### config.mk
export PLATFORM = sky130hd
export DESIGN_NAME = pipelined_subtractor
export DESIGN_NICKNAME = d
export VERILOG_FILES = /design/src/rtl/pipelined_subtractor.sv
export SDC_FILE = /design/constraint.sdc
export NUM_CORES = 1
export LEC_CHECK = 0
export ABC_AREA = 1
export CAP_MARGIN = 20
export CORE_UTILIZATION = 53
export CTS_CLUSTER_SIZE = 30
export DETAILED_ROUTE_END_ITERATION = 10
export PLACE_DENSITY = 0.84
export SYNTH_ARGS = -nofsm -noshare
export SYNTH_HDL_FRONTEND = slang
export SYNTH_SLANG_ARGS = --single-unit
### constraint.sdc
create_clock -name clk -period 2.6 [get_ports clk]
set_input_delay 0.39 -clock clk [delete_from_list [all_inputs] [get_ports clk]]
set_output_delay 0.39 -clock clk [all_outputs]
set_load 0.01 [all_outputs]
### src/rtl/pipelined_subtractor.sv
// Pipelined N-bit subtractor (Diff = A - B - Bin) split into STAGES ripple-borrow chunks,
// with a valid/ready handshake and a single global advance enable.
module pipelined_subtractor #(
    parameter int N      = 8,
    parameter int STAGES = 2
) (
    input  logic         clk,
    input  logic         reset,
    input  logic         in_valid,
    output logic         in_ready,
    input  logic [N-1:0] A,
    input  logic [N-1:0] B,
    input  logic         Bin,
    output logic         out_valid,
    input  logic         out_ready,
    output logic [N-1:0] Diff,
    output logic         Bout
);

    localparam int W = N / STAGES;

    // Per stage: operand copies travelling with the op, partially built result, borrow, valid.
    logic [N-1:0] a_q  [STAGES];
    logic [N-1:0] b_q  [STAGES];
    logic [N-1:0] d_q  [STAGES];
    logic         br_q [STAGES];
    logic         v_q  [STAGES];

    logic [N-1:0] a_n  [STAGES];
    logic [N-1:0] b_n  [STAGES];
    logic [N-1:0] d_n  [STAGES];
    logic         br_n [STAGES];
    logic         v_n  [STAGES];

    logic adv;

    function automatic logic [W:0] chunk_sub(input logic [W-1:0] a, input logic [W-1:0] b,
                                             input logic bi);
        return {1'b0, a} - {1'b0, b} - {{W{1'b0}}, bi};
    endfunction

    assign out_valid = v_q[STAGES-1];
    assign Diff      = d_q[STAGES-1];
    assign Bout      = br_q[STAGES-1];
    assign adv       = out_ready | ~out_valid;
    assign in_ready  = adv;

    always_comb begin
        logic [W:0] sub;
        sub = chunk_sub(A[W-1:0], B[W-1:0], Bin);
        a_n[0]  = A;
        b_n[0]  = B;
        d_n[0]  = '0;
        d_n[0][W-1:0] = sub[W-1:0];
        br_n[0] = sub[W];
        v_n[0]  = in_valid & in_ready;
        for (int unsigned k = 1; k < STAGES; k++) begin
            sub = chunk_sub(a_q[k-1][k*W +: W], b_q[k-1][k*W +: W], br_q[k-1]);
            a_n[k]  = a_q[k-1];
            b_n[k]  = b_q[k-1];
            // Lower chunks come from the previous stage; only chunk k is new here.
            d_n[k]  = d_q[k-1];
            d_n[k][k*W +: W] = sub[W-1:0];
            br_n[k] = sub[W];
            v_n[k]  = v_q[k-1];
        end
    end

    always_ff @(posedge clk or negedge reset) begin
        if (!reset) begin
            for (int unsigned k = 0; k < STAGES; k++) begin
                a_q[k]  <= '0;
                b_q[k]  <= '0;
                d_q[k]  <= '0;
                br_q[k] <= 1'b0;
                v_q[k]  <= 1'b0;
            end
        end else if (adv) begin
            for (int unsigned k = 0; k < STAGES; k++) begin
                a_q[k]  <= a_n[k];
                b_q[k]  <= b_n[k];
                d_q[k]  <= d_n[k];
                br_q[k] <= br_n[k];
                v_q[k]  <= v_n[k];
            end
        end
    end

endmodule

# --- Word-level counts from Yosys, hierarchy flattened ---
# Cells that the tools add are included.
# W data, S select, Z words.
word_totals:
  register_bits: 32
  in_bits: 21
  word_cells: 15
classes:
  n_addsub: 4
  bitwise: 3
op_table:
  columns: ["op", "count"]
  rows:
  - ["$sub A4 B4 Y5", 2]
  - ["$sub A5 B1 Y5", 2]
  - ["$and A1 B1 Y1", 1]
  - ["$not A1 Y1", 1]
  - ["$or A1 B1 Y1", 1]

# --- Depth between registers and ports, before layout ---
# Gate-level depths: netlist of run 1.
depth:
  depth_word: 3
  depth_mapped: 10
  depth_no_buf: 10

# --- Worst setup path before layout of run 1 ---
# Ideal clock, no wire load.
synth_timing:
  kind: "input to register"
  from: "in B[0]"
  to: "reg br_q[1] in the netlist's numbering"
  setup_time_ps: 117
  arrival_time_ps: 1624
  setup_slack_ps: 859
  cell_stages: 9
  path_buffers: 0
  cell_sequence: "inv_1 fa_1 fa_1 inv_1 nand2_1 nand2_1 nand3_1 nand3_1 nand2_1"
synth_via:
  elab_chain_cells: 2
synth_lines:
  columns: ["item", "line_no", "source"]
  rows:
  - ["start, declared", "12", "input logic [N-1:0] B,"]
  - ["$sub A4 B4 Y5", "39", "return {1'b0, a} - {1'b0, b} - {{W{1'b0}}, bi};"]
  - ["$sub A5 B1 Y5", "39", null]
  - ["end signal, assigned by index", "83", "br_q[k] <= br_n[k];"]
  - ["end, declared", "26", "logic br_q [STAGES];"]
# No other way between the ends.
# A chain may end at the register's enable or synchronous reset.

# --- Worst setup path in the final report of run 1 ---
# Same ends and word-level chain as after synthesis.

==> impl_metrics.tcl, run 1 <==
set metrics [dict create \
    area_growth_from_synthesis_to_layout_pct 26.1 \
    place.port_buffers 31 \
    first_global_vias 1034 \
    critical_path.max_fanout 2 \
    mappedNetlistNets 195 \
    slew_violations 0 \
    yosysSeqAreaShare 0.438 \
    min_period_over_period 0.755 \
    violations "design-rule violations" \
    syn-cell-area_sq_um 1370 \
    number_of_antenna_violations_at_the_first_check_in_global_routing 0 \
    layout.nets 230 \
    wire_length_of_the_first_global_routing_pass_microns 4210 \
    final_cells 221 \
    die-height_microns 52.9 \
    grt_util_all_layers 0.210 \
    mostFrequentLayoutCell "nand2_1" \
    drtIter0Drc 8 \
    wire_per_inst_microns 11.4 \
    finalClockSkew_ps 7.52 \
    final-seq-area_sq_um 601 \
    r2r.worst_path.cells 9 \
    insertion_delay_ps 310 \
    floorplan.io_pins 32 \
    grt_setup_unrepaired "no" \
    remaining_drc_errors 1 \
    post_synth_num_cell_types 18 \
    place.detailed.hpwl_microns 1960 \
    post_route_minimum_period_ps 1960 \
    cts_resized 0 \
    cts_max_path_buffers 2 \
    place.gp.congestion 0.783 \
    tightestPinTransition_ps 329 \
    critPathRequiredTime_ps 2820 \
    vias_per_cell 4.94 \
    chipWidth_microns 52.9 \
    share_of_final_layout_standard_cells_stronger_than_drive_strength_1 0.0838 \
    via_count 1091 \
    core-area_sq_um 2450 \
    hold_buffers 0 \
    design.die.area_sq_um 2800 \
    postCtsSetupBuffers 0 \
    synthesis.instances 158 \
    final.setup.tns_ps 0 \
    syn_avg_cell_area_sq_um 8.69 \
    placementRows 18 \
    report.final.setup_viol 0 \
    cap_violations 0 \
    timing.fmax_mhz 509 \
    endpoint_kind "flip-flop" \
    yosys_register_bits 24 \
    layout.filler_cells 208 \
    drt_pre_antenna_iters 7 \
    antenna_cells 0 \
    antenna_left 0 \
    clock_sink_count 24 \
    power.leakage_nw 0.907 \
    post-place-cells 218 \
    worst-endpoint-arrival_ps 2180 \
    remaining_max_slew_budget_at_the_tightest_pin 0.781 \
    timing_hold_violations_final 0 \
    routed_wirelength_microns 2530 \
    initial_utilization 0.559 \
    path_class "input pin to flip-flop" \
    cts_made_buffers 3 \
    overflow 0 \
    status "finished with violations" \
    synth-warning-count 0 \
    clockRootBuffer "clkbuf_4" \
    max-vdd-ir-drop_uv 396 \
    tritoncts "yes" \
    power.density_nw_per_um2 667 \
    worstHoldPathType "input pin to asynchronous set/reset pin" \
    cts.reportedPaths.clkPinSlew_ps 130 \
    cts-htree-levels 1 \
    critPathLaunchType "input pin" \
    multi_input_combinational_cell_area_sq_um 624 \
    grt_start_max_net_pins 30 \
    most-common-layout-cells "56 x nand2_1, 31 x clkdlybuf4s50_1, 29 x inv_1" \
]
[cell type report]
class	count	area share
Inverter	30	0.0651
Sequential cell	24	0.347
Clock buffer	3	0.0130
Timing Repair Buffer	34	0.192
Multi-Input combinational cell	100	0.361
Tap cell	30	0.0217
[cells by family after synthesis]
logic type | count (synthesis) | synth area share
AOI/OAI and AO/OA | 13 | 0.0693
xor gates and xnor gates | 2 | 0.0128
adders and majority gates | 16 | 0.168
buffers and inverters | 34 | 0.108
DFF | 24 | 0.438
and+or+nand+nor | 69 | 0.205
[through the flow]
stage	hold WS (ps)	cell area, sq um	setup WS [ps]	total power, mW	util
2_1_floorplan	94.4	1370	859	0.796	-
3_3_place_gp	432	1710	348	0.980	0.696
3_5_place_dp	456	1710	290	1.01	0.696
4_1_cts	442	1730	623	1.17	0.705
5_1_grt	460	1730	531	1.25	0.705
6_report	430	1730	637	1.15	0.705
[power by group]
group          switching, mW  internal, mW  total, mW
sequential            0.0514         0.464      0.515
clock                  0.104        0.0541      0.158
combinational          0.237         0.244      0.480
[sequential cells by signal (all words and copies together) (netlist names)]
signal / count
b_n: 4
Diff: 8
a_n: 4
Bout: 1
d_n: 4
br_q: 1
v_n: 1
out_valid: 1
[critical path, stage by stage]
cell	delay, ps
clkdlybuf4s50_1	450
inv_1	50
fa_1	440
fa_1	430
inv_1	70
nand2_1	70
nand2_1	80
nand3_1	70
nand3_1	90
nand2_1	50
[final timing paths]
kind                       startpoint        end  slack (ps)
max                              B[0]    br_q[1]         640
min                             reset     b_n[6]         430
max reg2reg                   br_q[1]       Bout         760
min reg2reg                    v_n[0]  out_valid         480
max in group asynchronous       reset     d_n[3]        1930
min in group clk               v_n[0]  out_valid         480
[synth_stat cells]
cell type	number	area (sq um)
inv_2	1	3.75
xnor2_1	2	17.5
nor2_4	1	11.3
dfrtp_1	24	601
o21ai_1	2	10.0
buf_4	1	7.51
nand3_1	8	40.0
buf_2	1	5.00
nand2_1	56	210
nor2_2	2	12.5
nor2_1	2	7.51
o21ai_0	5	25.0
a31oi_2	2	25.0
ha_1	12	150
o21ai_2	4	35.0
fa_1	4	80.1
buf_6	2	22.5
inv_1	29	109
[routing by layer]
| layer | GRT usage | vias up | part of all wire |
|---|---|---|---|
| li1 | - | 551 | - |
| met1 | 0.267 | 510 | 0.43 |
| met2 | 0.361 | 28 | 0.53 |
| met3 | 0.0201 | 2 | 0.036 |
| met4 | 0.0877 | 0 | 0.0075 |
| met5 | 0 | - | 0 |
(Power assumes the default switching activity.)
==> run 2, diff against run 1 <==
--- a/config.mk
+++ b/config.mk
@@ -7,10 +7,10 @@
 export LEC_CHECK = 0
 export ABC_AREA = 1
 export CAP_MARGIN = 20
-export CORE_UTILIZATION = 53
+export CORE_UTILIZATION = 49
 export CTS_CLUSTER_SIZE = 30
 export DETAILED_ROUTE_END_ITERATION = 10
-export PLACE_DENSITY = 0.84
+export PLACE_DENSITY = 0.79
 export SYNTH_ARGS = -nofsm -noshare
 export SYNTH_HDL_FRONTEND = slang
 export SYNTH_SLANG_ARGS = --single-unit
==> constraint.sdc (replaced) <==
create_clock -name clk -period 2.05 [get_ports clk]
set_input_delay 0.3075 -clock clk [delete_from_list [all_inputs] [get_ports clk]]
set_output_delay 0.3075 -clock clk [all_outputs]
set_load 0.01 [all_outputs]
==> run 2 against run 1 <==
The run now ends clean. Clock power increased by 110%. Combinational power increased by 26%. Wire length decreased by 4.9%. Register-to-register slack got worse by 530 ps. Clock skew increased by 3.6 ps. Worst setup slack got worse by 460 ps. Flip-flop and latch count unchanged. Via count decreased by 1.5%. First-iteration DRC count decreased by 13%. Largest cell class unchanged. Highest routed layer unchanged.
==> impl_metrics.tcl, run 2 (synthesis results as in run 1) <==
set metrics [dict create \
    drt_pre_antenna_iters 4 \
    hold_buffers 0 \
    endpoint_kind "flip-flop" \
    drtIter0Drc 7 \
    layout.filler_cells 217 \
    met2_wirelength_microns 1240 \
    critical_path.max_fanout 2 \
    place.port_buffers 31 \
    grt_setup_unrepaired "no" \
    worst-endpoint-arrival_ps 2130 \
    area_growth_from_synthesis_to_layout_pct 28.8 \
    cts_resized 0 \
    clock_sink_count 24 \
    wire_per_inst_microns 10.8 \
    wire_length_of_the_first_global_routing_pass_microns 4240 \
    postLayoutCellArea_sq_um 1770 \
    tightestPinTransition_ps 324 \
    status "complete, no violations" \
    cts.reportedPaths.clkPinSlew_ps 140 \
    report.final.setup_viol 0 \
    critPathRequiredTime_ps 2300 \
    clockRootBuffer "clkbuf_4" \
    critPathLaunchType "input pin" \
    postCtsSetupBuffers 0 \
    path_cells "clkdlybuf4s50_1 > inv_1 > fa_1 > fa_1 > inv_1 > nand2_1 > nand2_1 > nand2_1 > nand2_1 > nand3_1 > nand2_1" \
    die-height_microns 54.9 \
    antenna_left 0 \
    remaining_max_slew_budget_at_the_tightest_pin 0.784 \
    placement.cell_area_sq_um 1720 \
    insertion_delay_ps 310 \
    number_of_antenna_violations_at_the_first_check_in_global_routing 0 \
    cap_violations 0 \
    timing_hold_violations_final 0 \
    min_period_over_period 0.913 \
    mostFrequentLayoutCell "nand2_1" \
    critical_path_buf_inv_count 3 \
    remaining_drc_errors 0 \
    power.density_nw_per_um2 901 \
    path_class "input pin to flip-flop" \
    antenna_cells 0 \
    largest_register_ff_count 8 \
    place.gp.congestion 0.779 \
    finalClockSkew_ps 11.1 \
    via_count 1075 \
    design.die.area_sq_um 3020 \
    timing.fmax_mhz 534 \
    wl_met3_microns 115 \
    cts_max_path_buffers 2 \
    grt_start_max_net_pins 30 \
    power.leakage_nw 0.925 \
    most-common-layout-cells "56 x nand2_1, 31 x clkdlybuf4s50_1, 29 x inv_1" \
    design_power_total_mw 1.59 \
    timing.critical_path.slowest_cell_delay_ps 450 \
    slew_violations 0 \
    initial_utilization 0.535 \
    tritoncts "yes" \
    chipWidth_microns 54.9 \
    critical-path-top-cell-by-count "nand2_1" \
    highest-signal-layer "met4" \
    cts-htree-levels 1 \
    overflow 0 \
    share_of_final_layout_standard_cells_stronger_than_drive_strength_1 0.0933 \
    routed_wirelength_microns 2400 \
    post_route_minimum_period_ps 1870 \
    max-vdd-ir-drop_uv 670 \
    worst_path_dominant_cell_family "adder cells" \
    first_global_vias 1071 \
    grt_util_all_layers 0.201 \
    r2r.worst_path.cells 9 \
    worstHoldPathType "input pin to asynchronous set/reset pin" \
    floorplan.io_pins 32 \
    met1Wirelength_microns 1030 \
    crit_path_top_delay_cell "clkdlybuf4s50_1" \
    cts_made_buffers 3 \
    core-area_sq_um 2570 \
    placementRows 18 \
    critical_path_cell_count 11 \
    layout.nets 231 \
    vias_per_cell 4.82 \
    place.detailed.hpwl_microns 1780 \
]
[run 2: cell type report]
cell class / instances / area, sq um / area share
Inverter: 30 / 113 / 0.0637
Timing Repair Buffer: 35 / 340 / 0.192
Clock buffer: 3 / 22.5 / 0.0127
Sequential cell: 24 / 601 / 0.340
Multi-Input combinational cell: 100 / 624 / 0.353
Clock inverter: 1 / 30.0 / 0.0170
Tap cell: 30 / 37.5 / 0.0212
[run 2: per-stage QoR]
| stage | setup WS (ps) | instances | util | hold WS [ps] | TNS [ps] |
|---|---|---|---|---|---|
| after floorplan | 331 | 158 | - | 11.9 | 0 |
| after global placement | -106 | 219 | 0.668 | 431 | -230 |
| after detailed placement | -160 | 219 | 0.668 | 447 | -372 |
| after CTS | 184 | 223 | 0.689 | 337 | 0 |
| after global routing | 53.6 | 223 | 0.689 | 353 | 0 |
| final | 178 | 223 | 0.689 | 332 | 0 |
[run 2: layer usage]
metal,up-vias,global-route usage
li1,546,-
met1,505,0.222
met2,22,0.378
met3,2,0.0355
met4,0,0.0792
met5,-,0
[run 2: path summary, 6_finish.rpt]
check | slack, ps | start | end
setup / recovery | 180 | B[0] | br_q[1]
hold / removal | 330 | reset | a_n[7]
hold reg to reg | 480 | v_n[0] | out_valid
setup reg to reg | 230 | br_q[1] | Bout
min in group clk | 480 | v_n[0] | out_valid
max in group asynchronous | 1480 | reset | a_n[4]
[run 2: power by group]
| group | switching (mW) | internal [mW] |
|---|---|---|
| sequential | 0.0625 | 0.588 |
| combinational | 0.295 | 0.311 |
| clock | 0.140 | 0.198 |
==> run 3, diff against run 2 <==
--- a/config.mk
+++ b/config.mk
@@ -10,6 +10,7 @@
 export CORE_UTILIZATION = 49
 export CTS_CLUSTER_SIZE = 30
 export DETAILED_ROUTE_END_ITERATION = 10
+export GPL_ROUTABILITY_DRIVEN = 0
 export PLACE_DENSITY = 0.79
 export SYNTH_ARGS = -nofsm -noshare
 export SYNTH_HDL_FRONTEND = slang
==> constraint.sdc (replaced) <==
create_clock -name clk -period 1.8 [get_ports clk]
set_input_delay 0.27 -clock clk [delete_from_list [all_inputs] [get_ports clk]]
set_output_delay 0.27 -clock clk [all_outputs]
set_load 0.01 [all_outputs]
==> run 3 against run 2 <==
Clock power rose by 14%. Worst setup slack worse by 80 ps. Core utilization rose by 0.97 points. Sequential power up 14%.
==> impl_metrics.tcl, run 3 (synthesis results as in run 1) <==
set metrics [dict create \
    grt_setup_unrepaired "yes" \
    area_growth_from_synthesis_to_layout_pct 30.6 \
    timing.hold.ws_ps 299 \
    placement.cell_area_sq_um 1720 \
    critPathRequiredTime_ps 2060 \
    finalClockSkew_ps 4.42 \
    via_count 1087 \
    p_switching_mw 0.598 \
    post-place-cells 220 \
    post_route_minimum_period_ps 1700 \
    vias_per_cell 4.85 \
    cts_made_buffers 3 \
    antenna_left 0 \
    place.port_buffers 31 \
    tritoncts "yes" \
    routed_wirelength_microns 2590 \
    die-height_microns 54.9 \
    endpoint_kind "flip-flop" \
    hold_buffers 0 \
    postCtsSetupBuffers 0 \
    core-area_sq_um 2570 \
    insertion_delay_ps 310 \
    grt_start_max_net_pins 30 \
    power.density_nw_per_um2 1040 \
    clockRootBuffer "clkbuf_4" \
    most-common-layout-cells "56 x nand2_1, 31 x clkdlybuf4s50_1, 29 x inv_1" \
    power_frac_comb 0.396 \
    status "complete, no violations" \
    grt_util_all_layers 0.209 \
    number_of_antenna_violations_at_the_first_check_in_global_routing 0 \
    remaining_drc_errors 0 \
    first_global_vias 1120 \
    slew_violations 0 \
    worstHoldPathType "input pin to asynchronous set/reset pin" \
    power_frac_seq 0.397 \
    path_class "input pin to flip-flop" \
    critical_path.max_fanout 2 \
    cts_max_path_buffers 2 \
    wire_length_of_the_first_global_routing_pass_microns 4420 \
    power.internal_mw 1.27 \
    remaining_max_slew_budget_at_the_tightest_pin 0.777 \
    drtIter0Drc 4 \
    layout.nets 232 \
    design.die.area_sq_um 3020 \
    final_cells 224 \
    antenna_cells 0 \
    timing.fmax_mhz 588 \
    worst-endpoint-arrival_ps 1960 \
    chipWidth_microns 54.9 \
    report.final.setup_viol 0 \
    critPathLaunchType "input pin" \
    cap_violations 0 \
    p_sw_frac 0.320 \
    postLayoutCellArea_sq_um 1790 \
    wire_per_inst_microns 11.6 \
    timing_hold_violations_final 0 \
    layout.filler_cells 213 \
    largest_register_ff_count 8 \
    regToRegStartpoint "br_q[1]" \
    setup_slack_ps 98.3 \
    overflow 0 \
    drt_pre_antenna_iters 4 \
    place.detailed.hpwl_microns 1920 \
    min_period_over_period 0.945 \
    clock_sink_count 24 \
    r2r_slack_ps 100 \
    cts-htree-levels 1 \
    mostFrequentLayoutCell "nand2_1" \
    tightestPinTransition_ps 334 \
    cts.reportedPaths.clkPinSlew_ps 130 \
    power.leakage_nw 0.928 \
    max-vdd-ir-drop_uv 1120 \
    initial_utilization 0.535 \
    design_power_total_mw 1.87 \
    placementRows 18 \
    dpl_worst_slack_ps -384 \
    share_of_final_layout_standard_cells_stronger_than_drive_strength_1 0.129 \
    floorplan.io_pins 32 \
    clock_power_share 0.206 \
    timing.critical_path.from "Bin" \
]
-- run 3: cell types whose count changed in the layout (fill, tap and decap cells not counted) --
cell     previous run  this run
fa_1                4         0
fa_2                0         4
o21ai_2             4         6
o21ai_0             5         3
buf_4               4         5
-- run 3: worst paths after layout --
| path | to | cells past startpoint |
|---|---|---|
| setup reg to reg | Diff[7] | 9 |
| hold reg to reg | out_valid | 2 |
| setup / recovery | br_q[1] | 11 |
| hold / removal | b_n[5] | 2 |
| max in group asynchronous | a_n[5] | 2 |
| min in group clk | out_valid | 2 |
-- run 3: layer usage --
layer  vias to the layer above  global-route usage  wire, microns
li1                        547                   -              -
met1                       506               0.204           1010
met2                        28               0.400           1400
met3                         6              0.0410            121
met4                         0               0.121             59
met5                         -                   0              0
-- run 3: stage by stage --
step,setup TNS (ps),util
CTS,0,0.693
finish,0,0.698
global placement,-1100,0.671
global route,-16.9,0.698
detailed placement,-1430,0.671
floorplan,0,-
-- run 3: timing repair --
action,CTS,global route
pin swaps,0,4
setup endpoints to repair,5,7
gates resized for setup,4,4
hold endpoints to repair,0,0
-- run 3: area by class of cell --
class	instances	area (sq um)	area share
multi-input cells	100	642	0.358
flip-flops and latches	24	601	0.335
repair buffers	36	348	0.194
inverters	30	113	0.0628
well taps	30	37.5	0.0209
clock inverters	1	30.0	0.0167
clock buffers	3	22.5	0.0126
-- run 3: power by group through the flow --
stage          Clock (mW)  Sequential [mW]  Combinational [mW]
5_1_grt             0.413            0.759               0.845
4_1_cts             0.395            0.745               0.732
6_report            0.385            0.742               0.740
3_3_place_gp            0            0.747               0.681
3_5_place_dp            0            0.755               0.711
2_1_floorplan           0            0.782               0.369
-- run 3: critical path: stages --
cell             delay, ps
clkdlybuf4s50_1        450
inv_1                   50
fa_2                   390
fa_2                   370
inv_1                   60
nand2_1                 50
nand2_1                 70
nand2_1                 60
nand2_1                 60
nand3_1                 60
nand2_1                 70
